File: config.mk
export PLATFORM = sky130hd
export DESIGN_NAME = forward_hazard_unit
export DESIGN_NICKNAME = d
export VERILOG_FILES = /design/src/rtl/forward_hazard_unit.sv
export SDC_FILE = /design/constraint.sdc
export NUM_CORES = 1
export LEC_CHECK = 0
export BUFFER_PORTS_ARGS = -buffer_cell sky130_fd_sc_hd__buf_2
export CORE_MARGIN = 2
export CORE_UTILIZATION = 42
export DETAILED_ROUTE_END_ITERATION = 10
export PLACE_DENSITY = 0.87
export SYNTH_ARGS = -nofsm -noshare
export SYNTH_HDL_FRONTEND = slang
export SYNTH_SLANG_ARGS = --single-unit
File: constraint.sdc
create_clock -name clk -period 3.9 [get_ports clk]
set_input_delay 0.78 -clock clk [delete_from_list [all_inputs] [get_ports clk]]
set_output_delay 0.78 -clock clk [all_outputs]
set_load 0.02 [all_outputs]
File: src/rtl/forward_hazard_unit.sv
// forward_hazard_unit
//
// Purpose:
//   Operand forwarding select and load-use hazard detection for an in-order
//   pipeline. Each ID/EX source operand gets a registered forward select that
//   points at the newest in-flight producer. Decode operands that depend on a
//   load still sitting in ID/EX cause a stall (PC/IF-ID hold plus an ID/EX
//   bubble) lasting LOAD_LAT cycles. With forwarding disabled, any in-flight
//   producer match also stalls, combinationally, for as long as it persists.
//
// Parameters:
//   NSRC     - source operands per instruction (1..4)
//   AW       - register address width
//   LOAD_LAT - load-use stall cycles (1..8)
//
// Ports:
//   clk         - clock, all state on rising edge
//   reset       - synchronous active-high reset
//   ie_src      - ID/EX source addresses, operand i at [i*AW +: AW]
//   id_src      - decode source addresses, same packing
//   id_used     - decode operand i is actually read
//   ie_rd/em_rd/mw_rd       - destination register of ID/EX, EX/MEM, MEM/WB
//   ie_regw/em_regw/mw_regw - register write enable of the same stages
//   ie_memread  - ID/EX instruction is a load
//   fwd_en      - 1 = forwarding mode, 0 = stall-only mode
//   fwd_sel     - per operand [2i +: 2]: 0 regfile, 1 MEM/WB, 2 EX/MEM
//   stall       - hold PC and IF/ID
//   flush_ie    - insert bubble into ID/EX
//   stall_cnt   - remaining multi-cycle stall count (debug)

module forward_hazard_unit #(
    parameter int NSRC     = 2,
    parameter int AW       = 5,
    parameter int LOAD_LAT = 1
) (
    input  logic                 clk,
    input  logic                 reset,
    input  logic [NSRC*AW-1:0]   ie_src,
    input  logic [NSRC*AW-1:0]   id_src,
    input  logic [NSRC-1:0]      id_used,
    input  logic [AW-1:0]        ie_rd,
    input  logic [AW-1:0]        em_rd,
    input  logic [AW-1:0]        mw_rd,
    input  logic                 ie_regw,
    input  logic                 em_regw,
    input  logic                 mw_regw,
    input  logic                 ie_memread,
    input  logic                 fwd_en,
    output logic [2*NSRC-1:0]    fwd_sel,
    output logic                 stall,
    output logic                 flush_ie,
    output logic [2:0]           stall_cnt
);

    typedef enum logic {
        IDLE = 1'b0,
        HOLD = 1'b1
    } state_t;

    // The first stall cycle is spent in IDLE, so HOLD covers the rest.
    localparam logic [2:0] CNT_LOAD  = 3'(LOAD_LAT - 1);
    localparam bit         MULTI_CYC = (LOAD_LAT > 1);

    state_t               r_state;
    state_t               w_stateNext;
    logic [2:0]           r_stallCnt;
    logic [2:0]           w_stallCntNext;
    logic [2*NSRC-1:0]    r_fwdSel;
    logic [2*NSRC-1:0]    w_fwdSelNext;
    logic [NSRC-1:0]      w_loadHit;
    logic [NSRC-1:0]      w_noFwdHit;
    logic                 w_anyHit;
    logic                 w_anyLoadHit;
    logic                 w_stall;

    // Forward select per ID/EX operand. EX/MEM holds the newer value, so it
    // is tested first. Register 0 is hardwired and never forwarded.
    always_comb begin
        w_fwdSelNext = '0;
        if (fwd_en) begin
            for (int i = 0; i < NSRC; i++) begin
                if (em_regw && (em_rd != '0) && (em_rd == ie_src[i*AW +: AW])) begin
                    w_fwdSelNext[2*i +: 2] = 2'd2;
                end else if (mw_regw && (mw_rd != '0) && (mw_rd == ie_src[i*AW +: AW])) begin
                    w_fwdSelNext[2*i +: 2] = 2'd1;
                end
            end
        end
    end

    // Decode-side hazards. Load hits can start a multi-cycle hold; stall-only
    // hits just stall while the producer is still in flight. A nonzero source
    // that equals rd implies rd is nonzero as well.
    always_comb begin
        w_loadHit  = '0;
        w_noFwdHit = '0;
        for (int i = 0; i < NSRC; i++) begin
            if (id_used[i] && (id_src[i*AW +: AW] != '0)) begin
                w_loadHit[i] = ie_regw && ie_memread && (id_src[i*AW +: AW] == ie_rd);
                w_noFwdHit[i] = !fwd_en &&
                                ((ie_regw && (id_src[i*AW +: AW] == ie_rd)) ||
                                 (em_regw && (id_src[i*AW +: AW] == em_rd)) ||
                                 (mw_regw && (id_src[i*AW +: AW] == mw_rd)));
            end
        end
        w_anyLoadHit = |w_loadHit;
        w_anyHit     = |(w_loadHit | w_noFwdHit);
    end

    // Stall FSM next state and outputs. HOLD ignores inputs entirely so the
    // counter cannot be reloaded mid-stall; reset masks the stall outputs.
    always_comb begin
        w_stateNext    = r_state;
        w_stallCntNext = r_stallCnt;
        w_stall        = 1'b0;
        case (r_state)
            IDLE: begin
                w_stall = w_anyHit;
                if (w_anyLoadHit && MULTI_CYC) begin
                    w_stateNext    = HOLD;
                    w_stallCntNext = CNT_LOAD;
                end
            end
            HOLD: begin
                w_stall = 1'b1;
                if (r_stallCnt <= 3'd1) begin
                    w_stateNext    = IDLE;
                    w_stallCntNext = 3'd0;
                end else begin
                    w_stallCntNext = r_stallCnt - 3'd1;
                end
            end
            default: begin
                w_stateNext    = IDLE;
                w_stallCntNext = 3'd0;
            end
        endcase
        if (reset) begin
            w_stall = 1'b0;
        end
    end

    // State, counter and forward-select registers. Reset drops any hold in
    // progress immediately so no residual stall cycle follows.
    always_ff @(posedge clk) begin
        if (reset) begin
            r_state    <= IDLE;
            r_stallCnt <= 3'd0;
            r_fwdSel   <= '0;
        end else begin
            r_state    <= w_stateNext;
            r_stallCnt <= w_stallCntNext;
            r_fwdSel   <= w_fwdSelNext;
        end
    end

    assign fwd_sel   = r_fwdSel;
    assign stall     = w_stall;
    assign flush_ie  = w_stall;
    assign stall_cnt = r_stallCnt;

endmodule

# Yosys cells after proc, flatten, opt, wreduce, memory -nomap -nowiden
# Index checks and enable logic that the tools add are counted.
# word_totals
out_inout_bits,9
register_bits,8
inputBits,44
word_cells,65
# op_classes
order_cmp,1
reduce_logical,33
bitwise,3
n_addsub,1
mux,12
eq_ne,10
# op_table
cell,n
$eq A5 B5 Y1,10
$reduce_bool A5 Y1,4
$logic_and A1 B1 Y1,19
$mux W1,8
$reduce_or A2 Y1,3
$reduce_or A3 Y1,2
$logic_or A1 B1 Y1,4
$mux W2,2
$le A3 B1 Y1 const B,1
$mux W3,1
$sub A3 B1 Y3 const B,1
$not A1 Y1,2
$or A2 B2 Y2,1
$pmux W1 S2,1
$logic_not A1 Y1,1

# Logic depth before layout (Yosys ltp)
# Gate-level depths: netlist (run 1).
# logic_depth
depth_word,10
mapped_depth,7
ltp_nobuf,5

# Worst setup path before layout (run 1)
# Ideal clock, no wire load.
# synth_path
path_type,input -> output
start,input port em_rd[3]
end,output port stall
required_time_ns,3.120
arrival_time_ns,2.414
path_stages,7
setup_slack_ns,0.706
n_path_buf,2
cell_sequence,buf_2 -> xor2_1 -> nor4_1 -> nand3_1 -> a211o_1 -> a31oi_1 -> buf_4
# synth_via
elab_chain_cells,10
word_cells_on_any_way,16
classes_between,2 x eq/ne; 4 x mux; 1 x bitwise; 9 x reduce/logical
# synth_rtl
element,line_no,source
"start, declared",42,"input logic [AW-1:0] em_rd,"
$eq A5 B5 Y1,102,(em_regw && (id_src[i*AW +: AW] == em_rd)) ||
$logic_and A1 B1 Y1,102,
$logic_or A1 B1 Y1,101,((ie_regw && (id_src[i*AW +: AW] == ie_rd)) ||
$logic_or A1 B1 Y1,102,
$logic_and A1 B1 Y1,100,w_noFwdHit[i] = !fwd_en &&
$mux W1,98,if (id_used[i] && (id_src[i*AW +: AW] != '0)) begin
$or A2 B2 Y2 *,107,w_anyHit = |(w_loadHit | w_noFwdHit);
$reduce_or A2 Y1 *,107,
$pmux W1 S2 *,116,case (r_state)
$mux W1 *,138,if (reset) begin
"end, declared",50,"output logic stall,"
# Every way passes the cells marked *; elsewhere a longest branch is shown, timed or not.

# Final worst setup path (run 1)
# layout_path
start,input port id_src[1]
end,output port stall
# layout_via
elab_chain_cells,10
word_cells_on_any_way,18
classes_between,3 x eq/ne; 4 x mux; 1 x bitwise; 10 x reduce/logical
# layout_rtl
element,line_no,source
"start, declared",39,"input logic [NSRC*AW-1:0] id_src,"
$eq A5 B5 Y1 (on tied branches),"99, 101, 102",
$logic_and A1 B1 Y1 (on tied branches),"101, 102",
$logic_or A1 B1 Y1,101,
$logic_or A1 B1 Y1,102,
$logic_and A1 B1 Y1,100,
$mux W1,98,
$or A2 B2 Y2 *,107,
$reduce_or A2 Y1 *,107,
$pmux W1 S2 *,116,
$mux W1 *,138,
# Marks and branches as above.

==> results of run 1 <==
-- cells by family (layout without fill, tap and decap cells) --
group | after synthesis | count (layout) | share of synthesized area
flip-flops | 8 | 8 | 0.160
buffers and inverters | 14 | 58 | 0.0723
XOR/XNOR | 50 | 50 | 0.436
multiplexers | 1 | 1 | 0.0112
adder cells (fa/ha/maj) | 1 | 1 | 0.0125
AND/OR/NAND/NOR | 39 | 39 | 0.227
AO/OA/AOI/OAI | 11 | 11 | 0.0811
-- worst max-delay path, stage by stage --
cell	delay, ps
buf_2	130
or4_1	500
o21ai_0	220
nor4_1	100
nor3_1	180
a31oi_1	120
buf_2	170
-- power by group --
group	internal (mW)	total [mW]	leakage (nW)	switching (mW)
sequential	0.0821	0.0822	0.0644	0.0000387
clock	0.0350	0.0601	0.0138	0.0251
combinational	0.0488	0.103	0.444	0.0541
total	0.166	0.245	0.522	0.0792
-- routing by layer --
| metal | wire length, µm | up-vias | part of all wire | GRT usage |
|---|---|---|---|---|
| li1 | - | 514 | - | - |
| met4 | 21 | 0 | 0.0087 | 0.0641 |
| met1 | 1130 | 441 | 0.47 | 0.249 |
| met3 | 129 | 3 | 0.054 | 0.0198 |
| met5 | 0 | - | 0 | 0 |
| met2 | 1130 | 34 | 0.47 | 0.292 |
-- cell usage in the layout, fill, tap and decap left out --
cell / instances
inv_1: 3
or4_1: 4
a31oi_1: 1
clkbuf_4: 3
nand2_1: 7
xor2_1: 26
o21ai_0: 3
xnor2_1: 24
a21oi_1: 2
mux2_2: 1
nand4_1: 2
a211oi_1: 1
nor2_1: 2
dfxtp_1: 8
nor3_1: 4
or4_4: 1
nor3_2: 1
nand2b_1: 1
or3_1: 1
buf_2: 52
nor4_1: 8
o2111ai_1: 1
nand3_1: 7
nor4_2: 1
o21ai_4: 1
ha_1: 1
a211o_1: 2
-- through the flow --
| step | hold WS, ps | utilization | instance area, µm² | setup WS (ps) |
|---|---|---|---|---|
| finish | 499 | 0.564 | 1260 | 927 |
| global route | 534 | 0.564 | 1260 | 795 |
| CTS | 502 | 0.564 | 1260 | 927 |
| detailed placement | 494 | 0.554 | 1240 | 930 |
| global placement | 486 | 0.554 | 1240 | 936 |
| floorplan | 488 | - | 1000 | 706 |
-- layout make-up --
type | instances | share of cell area
repair buffers | 52 | 0.207
clock buffers | 3 | 0.0179
flip-flops and latches | 8 | 0.127
multi-input cells | 102 | 0.612
well taps | 28 | 0.0278
inverters | 3 | 0.00894
-- registers in the layout (all words and copies together) (netlist names) --
signal,count
fwd_sel,4
stall_cnt,3
r_state,1
-- worst max-delay path by stage --
stage | start | end | slack [ps] | depth (start not counted)
floorplan | em_rd[3] | stall | 710 | 7
global placement | em_rd[3] | flush_ie | 940 | 7
detailed placement | em_rd[3] | stall | 930 | 7
CTS | em_rd[3] | stall | 930 | 7
global route | id_src[6] | flush_ie | 800 | 7
finish | id_src[1] | stall | 930 | 7
==> results.json, run 1 <==
{
  "reg2reg_depth": 5,
  "synth.top_cell.area_share": 0.227,
  "finalWeightedCongestion": 0.780,
  "via_count": 992,
  "hp-class": "reg2reg",
  "first_global_vias": 875,
  "async_flop_share": 0,
  "final_cells": 196,
  "hold_buffers": 0,
  "cts_setup_buffers": 0,
  "fin_setup_tns_ps": 0,
  "synthTopCellsByCount": "xor2_1 (26), xnor2_1 (24), dfxtp_1 (8), nor4_1 (8)",
  "cp.required_ps": 3120,
  "viasPerCell": 5.06,
  "die_y_um": 52.9,
  "tightestPinTransition_ps": 259,
  "slew_viol_final": 0,
  "netlist_instances": 124,
  "worstHoldStart": "stall_cnt[2]",
  "die_w_um": 52.9,
  "nNetsFinal": 215,
  "cts.sinks": 8,
  "total_power_uw": 245,
  "crit_fanout": 4,
  "rrSetupSlack_ps": 2830,
  "cts_tree": "built",
  "crit_arrival_ps": 2190,
  "slew_headroom": 0.826,
  "drt_wl_total_mm": 2.41,
  "r2r_end": "stall_cnt[2]",
  "grt_max_degree": 7,
  "clk_latency_ps": 250,
  "synth-warning-count": 0,
  "drv_cap": 0,
  "rsz0062_at_grt": "false",
  "yosysTopAreaCell": "xor2_1",
  "yosysUniqueCellTypes": 30,
  "syn_to_final_growth_pct": 25.6,
  "dp_cells": 193,
  "status": "finished, final reports clean",
  "numPortBuffers": 52,
  "syn_nets": 169,
  "setup.worst_path.start_class": "primary input",
  "htree_levels": 1,
  "start_util": 0.449,
  "setup_viol": 0,
  "leakagePower_nw": 0.522,
  "synth_area_leaders": "xor2_1 (23%), xnor2_1 (21%), dfxtp_1 (16%)",
  "drtIter0Drc": 7,
  "seq_area_um2": 160,
  "dieArea_um2": 2800,
  "finClkSkew_ps": 0.172,
  "io_pins": 53,
  "worstHoldPathCells": 2,
  "ys_seq_area_frac": 0.160,
  "synth_edf_count": 0,
  "min_to": "stall_cnt[2]",
  "grt-ovfl-total": 0,
  "fmax_mhz": 336,
  "multi_input_area_um2": 771,
  "antenna_found_initial": 0,
  "cp-end-kind": "output port",
  "cts_buffers": 3,
  "syn_area_per_cell_um2": 8.09,
  "wl_per_cell_um": 12.3,
  "cts-resized-gates": 0,
  "track_usage": 0.181,
  "max-clock-path-buffers": 2,
  "antennaDiodeCount": 0,
  "power_density_nw_per_um2": 195,
  "fin_crit_sh": 0.762,
  "drive_gt1_frac": 0.357,
  "clock-root-buffer": "clkbuf_4",
  "grt_pass1_wl_mm": 3.80,
  "syn_area_um2": 1000,
  "irDropWorstVdd_v": 0.000104,
  "ant_nets": 0,
  "fillers": 219,
  "clkTransAtPathRegs_ps": 50,
  "dp_hpwl_mm": 2.09,
  "core_um2": 2230,
  "path_class": "in2out",
  "std_cell_rows": 17,
  "synth_most_common_cell": "xor2_1",
  "hold_viol_final": 0,
  "min_period_ps": 2970,
  "synth_seq_cells": 8,
  "synthFlopType": "dfxtp_1",
  "drc": 0,
  "r2r_start": "stall_cnt[1]",
  "drtPass1Iterations": 4
}
No activity file was read; power rests on OpenSTA's default activity.
==> run 2: changes to the inputs <==
CORE_UTILIZATION = 40   (was 42)
clock period = 2.7 ns   (was 3.9 ns; I/O delays follow)
==> results.json, run 2 (synthesized netlist as in run 1, its figures left out) <==
{
  "status": "finished, final reports clean",
  "hold_buffers": 0,
  "layout_common_cells": "buf_2 (52), xor2_1 (26), xnor2_1 (24), nor4_1 (8), dfxtp_1 (8)",
  "drtIter0Drc": 18,
  "min_period_ps": 2560,
  "fmax_mhz": 391,
  "p_clk_frac": 0.250,
  "ant_nets": 0,
  "cts_setup_buffers": 0,
  "path_class": "in2out",
  "cts-resized-gates": 0,
  "grt_max_degree": 7,
  "dp_hpwl_mm": 2.19,
  "max-clock-path-buffers": 2,
  "die_w_um": 54.1,
  "final_cells": 198,
  "cpMaxStageDelayCell": "or4_1",
  "route.met3.wl_um": 166,
  "power.switching_uw": 118,
  "wl_per_cell_um": 13.0,
  "crit_path_frequent_cell": "buf_2",
  "hp-class": "reg2reg",
  "seq_power_share": 0.331,
  "irDropWorstVdd_v": 0.000235,
  "cts.sinks": 8,
  "slowest_delay_ps": 520,
  "drv_cap": 0,
  "slew_headroom": 0.830,
  "via_count": 1040,
  "track_usage": 0.191,
  "leakagePower_nw": 0.522,
  "final_util": 0.522,
  "crit_fanout": 4,
  "first_global_vias": 983,
  "drive_gt1_frac": 0.363,
  "crit_arrival_ps": 2020,
  "power_density_nw_per_um2": 282,
  "wirelength_met1_mm": 1.08,
  "cts_buffers": 3,
  "htree_levels": 1,
  "start_util": 0.413,
  "io_pins": 53,
  "finClkSkew_ps": 0.490,
  "cp.required_ps": 2160,
  "setup_viol": 0,
  "drc": 0,
  "finalWeightedCongestion": 0.836,
  "met2WireLength_mm": 1.29,
  "clkTransAtPathRegs_ps": 50,
  "p_sw_frac": 0.330,
  "std_cell_rows": 18,
  "fin_setup_tns_ps": 0,
  "combPwrFrac": 0.419,
  "top_layer_used": "met4",
  "path_cells": "buf_2, or4_1, o21ai_0, nor4_1, nor3_1, a31oi_2, buf_2",
  "fillers": 236,
  "dieArea_um2": 2930,
  "dp_cells": 195,
  "internal-power_uw": 240,
  "setup.worst_path.start_class": "primary input",
  "numPortBuffers": 52,
  "core_um2": 2430,
  "die_y_um": 54.1,
  "clk_latency_ps": 260,
  "cts_tree": "built",
  "viasPerCell": 5.25,
  "fin_crit_sh": 0.947,
  "clock-root-buffer": "clkbuf_4",
  "cp-end-kind": "output port",
  "syn_to_final_growth_pct": 26.4,
  "antenna_found_initial": 0,
  "drtPass1Iterations": 4,
  "grt-ovfl-total": 0,
  "final_common_cell": "buf_2",
  "tightestPinTransition_ps": 253,
  "grt_pass1_wl_mm": 4.10,
  "slew_viol_final": 0,
  "hold_viol_final": 0,
  "total_power_uw": 358,
  "largest_reg_flops": 4,
  "nNetsFinal": 215,
  "drt_wl_total_mm": 2.57,
  "rsz0062_at_grt": "false",
  "antennaDiodeCount": 0
}
## run 2: cell type report
| class | count | area [µm²] | area share |
|---|---|---|---|
| inverters | 3 | 11.3 | 0.00888 |
| flip-flops and latches | 8 | 160 | 0.126 |
| repair buffers | 52 | 260 | 0.205 |
| well taps | 30 | 37.5 | 0.0296 |
| multi-input cells | 102 | 777 | 0.612 |
| clock buffers | 3 | 22.5 | 0.0178 |
## run 2: worst paths after layout
kind	from	endpoint	slack, ps	depth (start not counted)
max	id_src[1]	flush_ie	140	7
min reg2reg	stall_cnt[2]	stall_cnt[2]	500	2
max reg2reg	stall_cnt[1]	stall_cnt[2]	1620	5
min	stall_cnt[2]	stall_cnt[2]	500	2
## run 2: power by group through the flow
stage	Sequential, mW	Clock [mW]	Combinational, mW
after global placement	0.121	0	0.147
final	0.119	0.0895	0.150
after detailed placement	0.121	0	0.149
after floorplan	0.121	0	0.0922
after global routing	0.118	0.0965	0.165
after CTS	0.119	0.0904	0.150
## run 2: metal layers
layer / track usage / vias up
li1: - / 514
met1: 0.220 / 483
met2: 0.319 / 39
met3: 0.0333 / 4
met4: 0.125 / 0
met5: 0 / -
## run 2: critical path: cells and delay by family
kind                   cells  cell delay [ps]
AOI/OAI and AO/OA          2              340
buffers and inverters      2              300
and+or+nand+nor            3              840
## run 2: stage by stage
| stage | hold WS (ps) | instance area (µm²) | setup WS [ps] |
|---|---|---|---|
| 6_report | 502 | 1270 | 143 |
| 5_1_grt | 537 | 1270 | 26.7 |
| 2_1_floorplan | 488 | 1010 | 141 |
| 3_5_place_dp | 496 | 1250 | 152 |
| 3_3_place_gp | 488 | 1250 | 177 |
| 4_1_cts | 504 | 1270 | 142 |
==> run 3: changes to the inputs <==
PLACE_DENSITY = 0.72   (was 0.87)
clock period = 2.4 ns   (was 2.7 ns; I/O delays follow)
==> results.json, run 3 (synthesized netlist as in run 1, its figures left out) <==
{
  "setup.worst_path.start_class": "primary input",
  "start_util": 0.413,
  "drc": 0,
  "r2r_start": "stall_cnt[1]",
  "nNetsFinal": 232,
  "path_depth": 8,
  "max-clock-path-buffers": 2,
  "crit_fanout": 2,
  "antenna_found_initial": 0,
  "ant_nets": 0,
  "rrSetupSlack_ps": 1250,
  "tightestPinTransition_ps": 284,
  "clock-root-buffer": "clkbuf_4",
  "power_density_nw_per_um2": 295,
  "power.switching_uw": 138,
  "cpMaxStageDelayCell": "or4_4",
  "cts_tree": "built",
  "drtIter0Drc": 19,
  "drive_gt1_frac": 0.449,
  "largest_reg_flops": 4,
  "hp-class": "in2reg",
  "fin_crit_sh": 0.981,
  "grt-ovfl-total": 0,
  "finalWeightedCongestion": 0.790,
  "rsz0062_at_grt": "true",
  "io_pins": 53,
  "fmax_mhz": 425,
  "die_y_um": 54.1,
  "combPwrFrac": 0.469,
  "final_common_cell": "buf_2",
  "final_util": 0.604,
  "path_buf_inv": 3,
  "path_class": "in2out",
  "dp_hpwl_mm": 2.39,
  "slowest_delay_ps": 520,
  "antennaDiodeCount": 0,
  "min_period_ps": 2350,
  "worst_path_dominant_cell_family": "simple AND/OR/NAND/NOR gates",
  "drtPass1Iterations": 4,
  "via_count": 1111,
  "clkTransAtPathRegs_ps": 50,
  "irDropWorstVdd_v": 0.000212,
  "core_um2": 2430,
  "path_cells": "buf_6, or4_4, o21ai_2, nor4_1, nor3_1, buf_4, a31oi_4, buf_6",
  "drt_wl_total_mm": 2.83,
  "cts_buffers": 3,
  "hold_viol_final": 0,
  "worstHoldStart": "reset",
  "dp_cells": 210,
  "internal-power_uw": 295,
  "holdWs_ps": 490,
  "numPortBuffers": 52,
  "cts.sinks": 8,
  "wl_per_cell_um": 13.2,
  "crit_path_frequent_cell": "buf_6",
  "grt_pass1_wl_mm": 4.37,
  "final_cells": 215,
  "htree_levels": 1,
  "cp.required_ps": 1920,
  "track_usage": 0.206,
  "crit_start": "id_src[7]",
  "leakagePower_nw": 0.621,
  "viasPerCell": 5.17,
  "status": "finished, final reports clean",
  "slew_headroom": 0.809,
  "die_w_um": 54.1,
  "crit_arrival_ps": 1870,
  "slew_viol_final": 0,
  "p_clk_frac": 0.223,
  "drv_cap": 0,
  "clk_latency_ps": 250,
  "finClkSkew_ps": 0.178,
  "layout_common_cells": "buf_2 (47), xor2_1 (26), xnor2_1 (24), buf_4 (14)",
  "std_cell_rows": 18,
  "setup_viol": 0,
  "first_global_vias": 1059,
  "reg2reg_depth": 5,
  "seq_power_share": 0.309,
  "syn_to_final_growth_pct": 46.4,
  "grt_max_degree": 7,
  "cp-end-kind": "output port",
  "worstHoldPathCells": 2,
  "dieArea_um2": 2930,
  "p_sw_frac": 0.320
}
==> run 3: cell types whose count changed in the layout (fill, tap and decap cells not counted), sizes merged <==
cell,previous run,this run
buf,52,69
==> run 3: final cells by class <==
type,count,area (µm²)
Clock buffer,3,22.5
Fill cell,228,963
Inverter,3,11.3
Multi-Input combinational cell,102,807
Sequential cell,8,160
Tap cell,30,37.5
Timing Repair Buffer,69,430
==> run 3: through the flow <==
stage	total power, mW	setup slack, ps	TNS (ps)	cell area (µm²)
global placement	0.319	-51.7	-103	1370
detailed placement	0.324	-72.8	-145	1370
CTS	0.427	5.45	0	1400
finish	0.433	45.3	0	1470
global route	0.461	-17.2	-33.1	1470
floorplan	0.241	21.7	0	1020
==> run 3: worst paths after layout <==
kind | end
setup reg to reg | stall_cnt[2]
hold reg to reg | stall_cnt[2]
hold / removal | stall_cnt[0]
setup / recovery | flush_ie
==> run 3: per-layer routing <==
metal / part of all wire / up-vias / wire length [µm] / GRT usage
met4: 0.015 / 0 / 43 / 0.129
li1: - / 550 / - / -
met5: 0 / - / 0 / 0
met1: 0.39 / 513 / 1110 / 0.236
met2: 0.54 / 40 / 1520 / 0.364
met3: 0.053 / 8 / 150 / 0.0194
==> run 3: power groups by stage <==
stage | logic (mW) | registers, mW | clock network, mW
global route | 0.221 | 0.133 | 0.107
global placement | 0.183 | 0.136 | 0
CTS | 0.190 | 0.133 | 0.104
finish | 0.203 | 0.134 | 0.0964
detailed placement | 0.188 | 0.136 | 0
floorplan | 0.104 | 0.137 | 0
==> run 3: what timing repair did <==
item | in CTS | in global routing
setup endpoints to repair | 2 | 2
hold buffers | 0 | 0
pin swaps | 1 | 9
gates resized for setup | 5 | 12
hold endpoints to repair | 0 | 0
buffers inserted | 0 | 2
==> run 3: worst reg2reg max path: stages (launching register included) <==
cell     delay (ps)
dfxtp_1         330
inv_1            80
ha_1            140
nand2_1          60
or3_1           330
a21oi_1         150
